[config.mk]
export PLATFORM = sky130hd
export DESIGN_NAME = can_rx_fifo
export DESIGN_NICKNAME = d
export VERILOG_FILES = /design/src/rtl/can_rx_fifo.sv
export SDC_FILE = /design/constraint.sdc
export NUM_CORES = 1
export LEC_CHECK = 0
export CORE_MARGIN = 2
export CORE_UTILIZATION = 58
export DETAILED_ROUTE_END_ITERATION = 10
export HOLD_SLACK_MARGIN = 0.15
export PLACE_DENSITY = 0.88
export SYNTH_ARGS = -nofsm -noshare
export SYNTH_HDL_FRONTEND = slang
export SYNTH_SLANG_ARGS = --single-unit
[constraint.sdc]
create_clock -name clk -period 10.3 [get_ports clk]
set_clock_uncertainty 0.05 [all_clocks]
set_input_delay 3.09 -clock clk [delete_from_list [all_inputs] [get_ports clk]]
set_output_delay 3.09 -clock clk [all_outputs]
set_load 0.005 [all_outputs]
[src/rtl/can_rx_fifo.sv]
// Receive message FIFO for a CAN controller: acceptance filtering, DLC/RTR data masking,
// show-ahead head-of-queue outputs, sticky overrun and a write interrupt pulse.
module can_rx_fifo #(
    parameter int DEPTH = 4
) (
    input  logic                     clk,
    input  logic                     rst,
    input  logic                     rx_done_flag,
    input  logic [10:0]              rx_id_std,
    input  logic [17:0]              rx_id_ext,
    input  logic                     rx_ide,
    input  logic                     rx_remote_req,
    input  logic [3:0]               rx_dlc,
    input  logic [63:0]              rx_data,
    input  logic                     filter_en,
    input  logic [28:0]              acc_code,
    input  logic [28:0]              acc_mask,
    input  logic                     rd_en,
    input  logic                     clr_overrun,
    output logic                     msg_valid,
    output logic [10:0]              out_id_std,
    output logic [17:0]              out_id_ext,
    output logic                     out_ide,
    output logic                     out_rtr,
    output logic [3:0]               out_dlc,
    output logic [63:0]              out_data,
    output logic [$clog2(DEPTH):0]   msg_count,
    output logic                     fifo_full,
    output logic                     overrun,
    output logic                     rx_irq
);

    localparam int AW = $clog2(DEPTH);
    localparam logic [AW:0] FULL_COUNT = (AW+1)'(DEPTH);

    logic [10:0] memStd_q  [DEPTH];
    logic [17:0] memExt_q  [DEPTH];
    logic        memIde_q  [DEPTH];
    logic        memRtr_q  [DEPTH];
    logic [3:0]  memDlc_q  [DEPTH];
    logic [63:0] memData_q [DEPTH];

    logic [AW-1:0] wrPtr_q, wrPtr_d;
    logic [AW-1:0] rdPtr_q, rdPtr_d;
    logic [AW:0]   count_q, count_d;
    logic          overrun_q, overrun_d;
    logic          irq_q, irq_d;

    logic [28:0] cmpId;
    logic        accepted;
    logic        isEmpty;
    logic        isFull;
    logic        wrEn;
    logic        popEn;
    logic        dropEn;
    logic [63:0] dataMasked;

    // Standard frames are compared with a zeroed extension so a single 29-bit code/mask covers both formats.
    assign cmpId    = rx_ide ? {rx_id_std, rx_id_ext} : {rx_id_std, 18'b0};
    assign accepted = !filter_en || (((cmpId ^ acc_code) & acc_mask) == 29'b0);

    assign isEmpty = (count_q == '0);
    assign isFull  = (count_q == FULL_COUNT);
    assign popEn   = rd_en && !isEmpty;
    assign wrEn    = rx_done_flag && accepted && (!isFull || rd_en);
    assign dropEn  = rx_done_flag && accepted && isFull && !rd_en;

    always_comb begin
        dataMasked = '0;
        for (int n = 0; n < 8; n++) begin
            if (!rx_remote_req && (4'(n) < rx_dlc)) begin
                dataMasked[8*n +: 8] = rx_data[8*n +: 8];
            end
        end
    end

    always_comb begin
        wrPtr_d   = wrEn  ? wrPtr_q + 1'b1 : wrPtr_q;
        rdPtr_d   = popEn ? rdPtr_q + 1'b1 : rdPtr_q;
        count_d   = count_q;
        if (wrEn && !popEn) begin
            count_d = count_q + 1'b1;
        end else if (popEn && !wrEn) begin
            count_d = count_q - 1'b1;
        end
        // A new loss wins over a same-cycle clear so no overrun event is ever missed.
        overrun_d = dropEn || (overrun_q && !clr_overrun);
        irq_d     = wrEn;
    end

    always_ff @(posedge clk or posedge rst) begin
        if (rst) begin
            wrPtr_q   <= '0;
            rdPtr_q   <= '0;
            count_q   <= '0;
            overrun_q <= 1'b0;
            irq_q     <= 1'b0;
        end else begin
            wrPtr_q   <= wrPtr_d;
            rdPtr_q   <= rdPtr_d;
            count_q   <= count_d;
            overrun_q <= overrun_d;
            irq_q     <= irq_d;
        end
    end

    // Slot storage is not reset; emptiness is tracked by the counter alone.
    always_ff @(posedge clk) begin
        if (wrEn) begin
            memStd_q[wrPtr_q]  <= rx_id_std;
            memExt_q[wrPtr_q]  <= rx_id_ext;
            memIde_q[wrPtr_q]  <= rx_ide;
            memRtr_q[wrPtr_q]  <= rx_remote_req;
            memDlc_q[wrPtr_q]  <= rx_dlc;
            memData_q[wrPtr_q] <= dataMasked;
        end
    end

    assign msg_valid  = !isEmpty;
    assign msg_count  = count_q;
    assign fifo_full  = isFull;
    assign overrun    = overrun_q;
    assign rx_irq     = irq_q;

    assign out_id_std = msg_valid ? memStd_q[rdPtr_q]  : '0;
    assign out_id_ext = msg_valid ? memExt_q[rdPtr_q]  : '0;
    assign out_ide    = msg_valid ? memIde_q[rdPtr_q]  : 1'b0;
    assign out_rtr    = msg_valid ? memRtr_q[rdPtr_q]  : 1'b0;
    assign out_dlc    = msg_valid ? memDlc_q[rdPtr_q]  : '0;
    assign out_data   = msg_valid ? memData_q[rdPtr_q] : '0;

endmodule

==> impl_summary.txt <==
----------------------------------------------------
[Die]
  IO Count ... 269
  Core Rows ... 61
  Area of the die ... 29600 um^2
  Starting density of the core ... 58.9%
  Total core area ... 27800 um^2
  Die extent in x ... 172 um
  Die height ... 172 um

[Routing]
  Routed wire length ... 36500 um
  Wirelength per Cell ... 24.3 um
  Pre-Repair DR Iteration Count ... 5
  Post-DR vias/cell ... 5.85
  Number of DRC violations after detailed routing ... 0
  Overall via count from detail_route ... 8760
  Detailed Route Iter0 Violations ... 902
  ANT nets after route ... 0

[Finish]
  Antenna diode instance count ... 0
  Layout overhead on the synthesized area ... 25.9%
  Number of fill cells in the layout ... 1590
  Fraction of final layout cells with drive strength greater than 1 ... 15.8%
  Post-layout net count ... 1265

[Timing]
  Final hold violation count ... 0
  Min setup slack post-route ... 3270 ps
  Slew margin rel. ... 25.7%
  Total negative slack ... 0 ps
  Upper clock frequency limit ... 142 MHz
  Worst-Margin Slew ... 1110 ps
  Time the final worst path needs with I/O delays and setup ... 7030 ps
  Number of pins with negative max-slew slack in the final report ... 0
  Final period util ... 68.2%
  Unrepaired setup endpoints after global routing ... false
  Setup Viol. Count Final ... 0

[Global route]
  Via count of the first global-routing pass ... 9054
  Wire length of the first global-routing pass ... 54400 um
  Number of antenna violations at the first check in global routing ... 0
  Tot GR Track Use ... 25.0%
  GR Overflow Total ... 0
  Maximum number of pins on one net before global-route repair ... 74

[Critical path]
  Worst EP arrival ... 7130 ps
  Worst Reg2Reg Path Length in Cells ... 9
  Crit end category ... register
  Slack of the worst reg-to-reg path ... 7190 ps
  Worst flop-to-flop path endpoint ... msg_count[2]
  Worst Path Max Fanout ... 66
  Critical Path Start Type ... input port
  Startpoint-to-endpoint class of the critical path ... in2reg
  Required time worst endpoint ... 10400 ps
  Worst R2R Start ... msg_count[0]

[Synthesis]
  Sequential-to-total area share from yosys stat ... 74.0%
  Flip-flop and latch count after synthesis ... 405
  Top-area cell type share of the netlist area ... 72.6%
  Library cell occupying the most area in the post-synthesis netlist ... edfxtp_1
  Syn Area/Cell ... 20.1 um^2
  Asr flop ratio synth ... 2.22%
  Number of synthesized flops with an enable pin ... 396
  Synth Instances ... 816
  Top_reg_cell synth ... edfxtp_1
  Syn_nets ... 985
  Post-synthesis instance area ... 16400 um^2
  Top area cells in the synthesized netlist ... edfxtp_1, mux4_2, and2_1, dfrtp_1, xnor2_1
  Number of warnings issued by yosys ... 0
  Number of library cell types mapped by synthesis ... 38

[Place]
  Final weighted congestion of routability-driven global placement ... 0.786
  HPWL after DPL ... 22300 um
  Worst slack, placed ... 2760 ps
  Number of buffers added on ports ... 268

[Worst hold path]
  Worst hold path class ... reg2reg
  Endpoint of the worst hold-timing path ... msg_count[2]
  Beginning of the worst hold path ... msg_count[2]
  Hold Path Depth ... 1

[CTS]
  Clock-pin slew reported for the worst setup and hold paths after clock tree synthesis ... 60 ps
  Clk sinks ... 405
  TritonCTS clock tree ... built
  Root Buffer Master ... clkbuf_16
  Clock insertion delay at the later pin of the skew report ... 510 ps
  Clock Tree Buf Depth ... 3
  Post CTS Setup Buffer Count ... 0
  Count of cells resized by post-cts repair ... 0
  # hold bufs at CTS ... 0
  Cts bufs inserted ... 39
  H-tree lvl count ... 2

[Pwr]
  Leakage dissipation ... 6.84 nW
  Largest voltage drop on the vdd net ... 181 uV
  Power per unit of standard cell area ... 255 nW/um^2

[Job]
  Max Cap Viol ... 0

[Run status]
  Run status ... completed

----------------------------------------------------
report_power, final:
group          switching, W  total, W  leakage (nW)  internal, W
registers          0.000104   0.00211          3.75      0.00201
clock network      0.000570   0.00134         0.582     0.000770
logic              0.000741   0.00182          2.50      0.00107
worst max-delay path: stages:
cell and delay, ps:
clkdlybuf4s50_1 1110, nand2_1 190, xnor2_1 210, a22oi_2 230, nand4_1 200, nor3_2 380
o211a_4 250, and2_4 810, buf_4 600
routing by layer:
metal	track usage (%)	part of all wire [%]
met1	34.3	38
met2	42.0	51
met3	4.07	7.6
met4	7.82	2.9
met5	0	0
sequential cells by signal (all words and copies together), names as in the netlist:
signal / flops
memDlc_q: 16
rdPtr_q: 2
overrun: 1
memExt_q: 72
memRtr_q: 4
rx_irq: 1
memIde_q: 4
memData_q: 256
memStd_q: 44
msg_count: 3
wrPtr_q: 2
logic make-up (layout without fill, tap and decap cells):
logic type	count (synthesis)	in the layout	synth area share (%)
XOR/XNOR	35	35	1.87
buffers and inverters	46	350	1.28
adder cells (fa/ha/maj)	6	6	0.504
AO/OA/AOI/OAI	25	25	1.22
multiplexers	100	100	13.7
AND/OR/NAND/NOR	199	199	7.44
flip-flops	405	405	74.0
cells in the final DEF, fill, tap and decap left out, types with 2 or more instances in the layout:
cell type	instances
edfxtp_1	396
clkdlybuf4s50_1	268
and2_1	155
mux4_2	99
clkbuf_16	41
xnor2_1	22
xor2_1	13
nand2_1	12
inv_1	9
clkinv_1	9
a22oi_1	8
and3_1	8
buf_4	8
clkinv_2	7
dfrtp_1	7
nand2_2	6
clkbuf_1	6
ha_1	5
nor2_1	4
and2_4	4
nand4_1	3
nand2_4	2
a22o_1	2
a221oi_1	2
a21o_1	2
o21ai_0	2
a21oi_1	2
o22ai_1	2
bufinv_16	2
dfrtp_4	2
layout make-up:
cell class / count / area (um^2) / area share, %
Sequential cell: 405 / 12100 / 58.8
Multi-Input combinational cell: 365 / 4060 / 19.7
Timing Repair Buffer: 276 / 2740 / 13.3
Clock buffer: 47 / 1050 / 5.09
Tap cell: 378 / 473 / 2.29
Clock inverter: 18 / 129 / 0.625
Inverter: 9 / 33.8 / 0.164
how the worst max path moves through the flow:
stage / endpoint / from / slack, ps
floorplan: memData_q[0][0] / rx_ide / 3320
global placement: memData_q[1][50] / rx_ide / 2900
detailed placement: memData_q[0][20] / rx_ide / 2760
CTS: memData_q[0][43] / rx_ide / 3260
global route: memData_q[3][24] / rx_ide / 3030
finish: memData_q[2][46] / rx_ide / 3270
Yosys cell counts, drive strengths merged, types with 2 or more instances:
cell type	n
a21o	2
a21oi	2
a221oi	2
a22o	2
a22oi	9
and2	159
and3	8
buf	18
clkbuf	19
dfrtp	9
edfxtp	396
ha	5
inv	9
mux4	99
nand2	20
nand4	3
nor2	4
o21ai	2
o22ai	2
xnor2	22
xor2	13
metrics by stage:
stage,power (W),util [%],instance area [um^2],instances,hold WS [ps]
floorplan,0.00304,-,16400,816,439
global placement,0.00392,69.9,19400,1433,436
detailed placement,0.00395,69.9,19400,1433,474
CTS,0.00531,74.2,20600,1498,481
global route,0.00548,74.2,20600,1498,484
finish,0.00526,74.2,20600,1498,472
Power figures use the tool's default switching activity.
